File: config.mk
export PLATFORM = sky130hd
export DESIGN_NAME = storage_write_arbiter
export DESIGN_NICKNAME = d
export VERILOG_FILES = /design/src/rtl/storage_arb_pkg.sv /design/src/rtl/storage_write_arbiter_rr_pick.sv /design/src/rtl/storage_write_arbiter.sv
export SDC_FILE = /design/constraint.sdc
export NUM_CORES = 1
export LEC_CHECK = 0
export CAP_MARGIN = 20
export CORE_AREA = 2 2 190 192
export CTS_CLUSTER_SIZE = 20
export DETAILED_ROUTE_END_ITERATION = 16
export DIE_AREA = 0 0 192 194
export GPL_ROUTABILITY_DRIVEN = 1
export SLEW_MARGIN = 0
export SYNTH_ARGS = -nofsm -noshare
export SYNTH_HDL_FRONTEND = slang
export SYNTH_SLANG_ARGS = --single-unit
File: constraint.sdc
create_clock -name clk -period 2.8 [get_ports clk]
set_input_delay 0.56 -clock clk [delete_from_list [all_inputs] [get_ports clk]]
set_output_delay 0.56 -clock clk [all_outputs]
set_load 0.1 [all_outputs]
File: src/rtl/storage_arb_pkg.sv
// rtl/storage_arb_pkg.sv - shared types and constants for the storage write arbiter
package storage_arb_pkg;

    typedef enum logic [1:0] {
        ST_IDLE    = 2'd0,
        ST_GRANT   = 2'd1,
        ST_RELEASE = 2'd2
    } arb_state_t;

    localparam int NAME_BYTES  = 8;

    localparam int REQ_INPUT   = 0;
    localparam int REQ_GEN     = 1;
    localparam int REQ_COMPUTE = 2;

endpackage

File: src/rtl/storage_write_arbiter_rr_pick.sv
// rtl/storage_write_arbiter_rr_pick.sv - combinational round-robin winner search from a pointer
module rr_pick
    import storage_arb_pkg::*;
#(
    parameter int NUM_REQ = 3,
    parameter int IDX_W   = 2
) (
    input  logic [NUM_REQ-1:0] req_i,
    input  logic [IDX_W-1:0]   ptr_i,
    output logic [IDX_W-1:0]   idx_o,
    output logic               valid_o
);

    int cand;

    // Walk the search order backwards so the last hit is the first candidate after ptr_i.
    always_comb begin
        idx_o   = '0;
        valid_o = 1'b0;
        cand    = 0;
        for (int k = NUM_REQ - 1; k >= 0; k--) begin
            cand = int'(ptr_i) + k;
            if (cand >= NUM_REQ) begin
                cand = cand - NUM_REQ;
            end
            if (req_i[cand]) begin
                idx_o   = IDX_W'(cand);
                valid_o = 1'b1;
            end
        end
    end

endmodule

File: src/rtl/storage_write_arbiter.sv
// rtl/storage_write_arbiter.sv - round-robin owner of the storage manager's single matrix write port
module storage_write_arbiter
    import storage_arb_pkg::*;
#(
    parameter int NUM_REQ        = 3,
    parameter int DATA_WIDTH     = 32,
    parameter int TIMEOUT_CYCLES = 65535,
    localparam int OW = (NUM_REQ > 1) ? $clog2(NUM_REQ) : 1
) (
    input  logic                          clk,
    input  logic                          rst,
    input  logic [NUM_REQ-1:0]            req_write_request,
    input  logic [NUM_REQ*3-1:0]          req_matrix_id,
    input  logic [NUM_REQ*8-1:0]          req_actual_rows,
    input  logic [NUM_REQ*8-1:0]          req_actual_cols,
    input  logic [NUM_REQ*64-1:0]         req_matrix_name,
    input  logic [NUM_REQ*DATA_WIDTH-1:0] req_data_in,
    input  logic [NUM_REQ-1:0]            req_data_valid,
    output logic [NUM_REQ-1:0]            req_write_ready,
    output logic [NUM_REQ-1:0]            req_write_done,
    output logic [NUM_REQ-1:0]            req_writer_ready,
    output logic                          write_request,
    output logic                          data_valid,
    output logic [2:0]                    matrix_id,
    output logic [7:0]                    actual_rows,
    output logic [7:0]                    actual_cols,
    output logic [7:0]                    matrix_name [0:NAME_BYTES-1],
    output logic [DATA_WIDTH-1:0]         data_in,
    input  logic                          write_ready,
    input  logic                          write_done,
    input  logic                          writer_ready,
    output logic                          busy,
    output logic [OW-1:0]                 owner,
    output logic                          timeout
);

    localparam int CW = (TIMEOUT_CYCLES > 1) ? $clog2(TIMEOUT_CYCLES + 1) : 1;

    arb_state_t                state_q, state_d;
    logic [OW-1:0]             owner_q, owner_d, rr_q, rr_d, pick_idx;
    logic                      pick_valid, ws_q, ws_d;
    logic [CW-1:0]             wd_q, wd_d, wd_cnt;
    logic                      wd_expire, sm_active;
    logic                      sel_req, sel_dv;
    logic [2:0]                sel_id;
    logic [7:0]                sel_rows, sel_cols;
    logic [NAME_BYTES*8-1:0]   sel_name;
    logic [DATA_WIDTH-1:0]     sel_data;
    logic [NUM_REQ-1:0]        own_mask;

    rr_pick #(.NUM_REQ(NUM_REQ), .IDX_W(OW)) u_pick (
        .req_i   (req_write_request),
        .ptr_i   (rr_q),
        .idx_o   (pick_idx),
        .valid_o (pick_valid)
    );

    always_comb begin
        sel_req  = 1'b0;
        sel_dv   = 1'b0;
        sel_id   = '0;
        sel_rows = '0;
        sel_cols = '0;
        sel_name = '0;
        sel_data = '0;
        for (int i = 0; i < NUM_REQ; i++) begin
            if (owner_q == OW'(i)) begin
                sel_req  = req_write_request[i];
                sel_dv   = req_data_valid[i];
                sel_id   = req_matrix_id[3*i +: 3];
                sel_rows = req_actual_rows[8*i +: 8];
                sel_cols = req_actual_cols[8*i +: 8];
                sel_name = req_matrix_name[NAME_BYTES*8*i +: NAME_BYTES*8];
                sel_data = req_data_in[DATA_WIDTH*i +: DATA_WIDTH];
            end
        end
    end

    // Everything downstream and every routed handshake is gated by GRANT, so IDLE and RELEASE read as zero.
    always_comb begin
        own_mask         = NUM_REQ'(1) << owner_q;
        write_request    = 1'b0;
        data_valid       = 1'b0;
        matrix_id        = '0;
        actual_rows      = '0;
        actual_cols      = '0;
        data_in          = '0;
        req_write_ready  = '0;
        req_write_done   = '0;
        req_writer_ready = '0;
        for (int b = 0; b < NAME_BYTES; b++) begin
            matrix_name[b] = '0;
        end
        if (state_q == ST_GRANT) begin
            write_request    = sel_req;
            data_valid       = sel_dv;
            matrix_id        = sel_id;
            actual_rows      = sel_rows;
            actual_cols      = sel_cols;
            data_in          = sel_data;
            req_write_ready  = own_mask & {NUM_REQ{write_ready}};
            req_write_done   = own_mask & {NUM_REQ{write_done}};
            req_writer_ready = own_mask & {NUM_REQ{writer_ready}};
            for (int b = 0; b < NAME_BYTES; b++) begin
                matrix_name[b] = sel_name[8*b +: 8];
            end
        end
    end

    always_comb begin
        state_d   = state_q;
        owner_d   = owner_q;
        rr_d      = rr_q;
        ws_d      = ws_q;
        wd_d      = wd_q;
        timeout   = 1'b0;
        sm_active = sel_dv | write_ready | writer_ready;
        wd_cnt    = sm_active ? '0 : wd_q + 1'b1;
        wd_expire = (TIMEOUT_CYCLES != 0) && (wd_cnt == CW'(TIMEOUT_CYCLES));
        case (state_q)
            ST_IDLE: begin
                ws_d = 1'b0;
                wd_d = '0;
                if (pick_valid) begin
                    owner_d = pick_idx;
                    state_d = ST_GRANT;
                end
            end
            ST_GRANT: begin
                ws_d = ws_q | write_ready;
                wd_d = wd_cnt;
                // write_done outranks the watchdog so a completed transfer never reports a timeout.
                if (write_done) begin
                    state_d = ST_RELEASE;
                end else if (wd_expire) begin
                    timeout = 1'b1;
                    state_d = ST_RELEASE;
                end else if (!sel_req && !ws_q) begin
                    state_d = ST_RELEASE;
                end
            end
            ST_RELEASE: begin
                rr_d    = (owner_q == OW'(NUM_REQ - 1)) ? '0 : owner_q + 1'b1;
                state_d = ST_IDLE;
            end
            default: state_d = ST_IDLE;
        endcase
    end

    always_ff @(posedge clk or posedge rst) begin
        if (rst) begin
            state_q <= ST_IDLE;
            owner_q <= '0;
            rr_q    <= '0;
            ws_q    <= 1'b0;
            wd_q    <= '0;
        end else begin
            state_q <= state_d;
            owner_q <= owner_d;
            rr_q    <= rr_d;
            ws_q    <= ws_d;
            wd_q    <= wd_d;
        end
    end

    assign busy  = (state_q != ST_IDLE);
    assign owner = owner_q;

endmodule
==> metrics.json <==
{
  "run_status": "finished, violations left",
  "failed_checks": "setup timing",
  "place.port_buffers": 485,
  "wire_per_inst_um": 16.39,
  "crit_fanout": 2,
  "cts.root.buffer_cell": "clkbuf_16",
  "area.sequential_sq_um": 584.3,
  "clockPowerShare": 0.024,
  "yosysWarnings": 0,
  "critPathKind": "reg2out",
  "layout.core_utilization": 0.3519,
  "critPathLaunchType": "flip-flop",
  "number_of_antenna_violations_at_the_first_check_in_global_routing": 1,
  "global_route.usage.total": 0.1335,
  "post-synth-top-area-cell": "mux2i_1",
  "viasPerCell": 4.230,
  "numCtsBuffers": 3,
  "clock_sinks": 23,
  "rsz0062_at_grt": "yes",
  "setup-violations-final": 1,
  "synth_most_common_cell": "nor2_1",
  "ios": 486,
  "setup.worst_path.end_class": "primary output",
  "setup.worst_path.start": "wd_q[1]$_DFFE_PP0P_",
  "detailedPlacementHpwl_um": 22680,
  "worstMarginPinSlew_ns": 0.7274,
  "instances_no_fill": 1650,
  "swShare": 0.6174,
  "crit_path_end": "timeout",
  "worst_r2r_startpoint": "wd_q[1]$_DFFE_PP0P_",
  "post_route_cells_drive_above_1_share": 0.2607,
  "finalMaxSlewViolations": 0,
  "p_leak_nw": 4.545,
  "global_route.overflow_total": 0,
  "finalWorstPathRequiredPeriod_ns": 3.187,
  "antenna_left": 0,
  "dr.pass1.iters": 5,
  "power_report.internal_total_w": 0.005119,
  "die_width_um": 192,
  "drt-total-wl_um": 27040,
  "num_antenna_cells": 0,
  "synth_area_sq_um": 4436,
  "synth_common_cells": "244 x nor2_1, 127 x a21oi_1, 117 x mux2i_1",
  "detail_route.drc_violations": 0,
  "max-vdd-ir-drop_mv": 0.6603,
  "synth.top_cells.by_area": "mux2i_1 26%, nor2_1 21%, a21oi_1 14%",
  "clock_tree.htree_level_count": 1,
  "synth.avg_cell_area_sq_um": 6.204,
  "grt_pass1_vias": 6831,
  "reg2reg_setup_slack_ns": 0.29,
  "via_count": 6979,
  "global_route_wire_length_before_repair_um": 39560,
  "power.share.sequential": 0.034,
  "power.net_switching_w": 0.008261,
  "timing.rr.end": "state_q[0]$_DFFE_PP0P_",
  "max_freq_mhz": 313.8,
  "sequential_area_share_after_synthesis": 0.1298,
  "synthArstFlopShare": 1.000,
  "clkTransAtPathRegs_ns": 0.07,
  "maximum_count_of_clock_buffers_along_a_single_path": 2,
  "fin_skew_ns": 0.007406,
  "r2r.worst_path.cells": 7,
  "cts_tree": "yes",
  "area_of_the_die_sq_um": 37250,
  "die_y_um": 194,
  "combinationalPowerShare": 0.942,
  "area_growth_syn_to_layout_pct": 179.4,
  "netlist_instances": 715,
  "synth_edf_count": 0,
  "worst_hold_path.num_cells": 1,
  "timing.max_cap.violations": 0,
  "multiInputGateArea_sq_um": 4469,
  "postSynthNetCount": 1074,
  "worst_hold_startpoint": "wd_q[15]$_DFFE_PP0P_",
  "powerDensity_nw_per_um2": 1080,
  "synth-seq-cells": 23,
  "start_util": 0.1259,
  "core_region_area_sq_um": 35220,
  "count_of_distinct_cell_types_in_the_synthesized_netlist": 47,
  "worstSkewPairLatency_ns": 0.26,
  "synth_top_area_share": 0.2640,
  "initialDrtViolationCount": 442,
  "final_critical_path_setup_slack_ns": -0.3871,
  "final_min_period_over_clock_period": 1.138,
  "finalHoldViolCount": 0,
  "critical_path_required_ns": 2.24,
  "final.fill_count": 3583,
  "grt_max_degree": 61,
  "floorplan.rows": 69,
  "globalplace.congestion": 0.8558,
  "placedCellCount": 1646,
  "timing.critical_path.arrival_ns": 2.63,
  "synthFlopType": "dfrtp_1",
  "nNetsFinal": 1549,
  "cts.hold.buffers_added": 0,
  "relSlewSlack": 0.5133,
  "holdCritPathClass": "reg2reg"
}
## logic make-up after synthesis
kind of cell / count (synthesis) / share of synthesized area
simple gates: 318 / 0.3010
compound gates: 178 / 0.2178
mux: 117 / 0.2640
buf+inv: 70 / 0.06657
flops: 23 / 0.1298
fa+ha+maj: 5 / 0.01298
xor+xnor: 4 / 0.007900
## power by group through the flow
stage / sequential [W] / clock [W] / combinational [W]
finish: 0.000450 / 0.000323 / 0.0126
global route: 0.000458 / 0.000334 / 0.0131
CTS: 0.000451 / 0.000321 / 0.0127
detailed placement: 0.000457 / 0 / 0.0127
global placement: 0.000452 / 0 / 0.0126
floorplan: 0.000489 / 0 / 0.00803
## flip-flops by register name (all words and copies together), names as in the netlist
| signal | flops |
|---|---|
| state_q | 2 |
| wd_q | 16 |
| ws_q | 1 |
| rr_q | 2 |
| owner | 2 |
## routing by layer
metal,track usage,share of wire
met5,0,0.00044
met4,0.01951,0.014
met3,0.02624,0.086
met2,0.2480,0.51
met1,0.1598,0.39
## repair_timing
action                                  in CTS  in global routing
pin swaps                                    1                  2
endpoints found under the setup margin       1                  2
endpoints found under the hold margin        0                  0
buffers inserted                             0                  0
gates resized for setup                      2                  1
## worst min path at each step
stage	end	slack, ns
after floorplan	wd_q[15]$_DFFE_PP0P_	0.45
after global routing	wd_q[15]$_DFFE_PP0P_	0.52
after global placement	wd_q[11]$_DFFE_PP0P_	0.49
after CTS	wd_q[15]$_DFFE_PP0P_	0.50
final	wd_q[15]$_DFFE_PP0P_	0.50
after detailed placement	wd_q[15]$_DFFE_PP0P_	0.49
## cells in the final DEF (no fill, tap or decap), drive strengths merged, types with 2 or more instances in the layout
cell	count
clkdlybuf4s50	355
nor2	244
buf	175
a21oi	127
mux2i	117
o21ai	28
dfrtp	23
nand2	20
nand3	11
inv	10
and3	10
nand4	6
o31ai	5
nor4	5
and2	4
clkbuf	4
o2111ai	3
xnor2	3
or3	3
nor2b	3
ha	3
nand3b	2
nor3	2
a31oi	2
nand2b	2
or4	2
o211ai	2
maj3	2
## final cells by class
cell class / count / share of cell area
tap: 461 / 0.04654
inverter: 10 / 0.003028
multi-input combinational: 622 / 0.3606
clock buffer: 4 / 0.006360
sequential: 23 / 0.04714
timing repair buffer: 530 / 0.5363
## metrics by stage
| step | hold slack (ns) | power (W) | setup slack [ns] | area, sq um | setup TNS, ns |
|---|---|---|---|---|---|
| CTS | 0.4970 | 0.01348 | -0.3946 | 12390 | -0.3946 |
| global route | 0.5240 | 0.01390 | -0.4484 | 12390 | -0.4484 |
| global placement | 0.4904 | 0.01309 | -0.2134 | 12300 | -0.2134 |
| floorplan | 0.4453 | 0.008515 | -0.4181 | 5335 | -2.974 |
| detailed placement | 0.4852 | 0.01315 | -0.2042 | 12300 | -0.2042 |
| finish | 0.4950 | 0.01338 | -0.3871 | 12390 | -0.3871 |
## critical path, stage by stage, from the launching register on
cell	delay [ns]
dfrtp_1	0.42
ha_4	0.28
nand4_1	0.09
or4_4	0.50
or4_4	0.43
and4bb_2	0.31
o211a_4	0.17
buf_12	0.17
No activity file was read; power rests on OpenSTA's default activity.
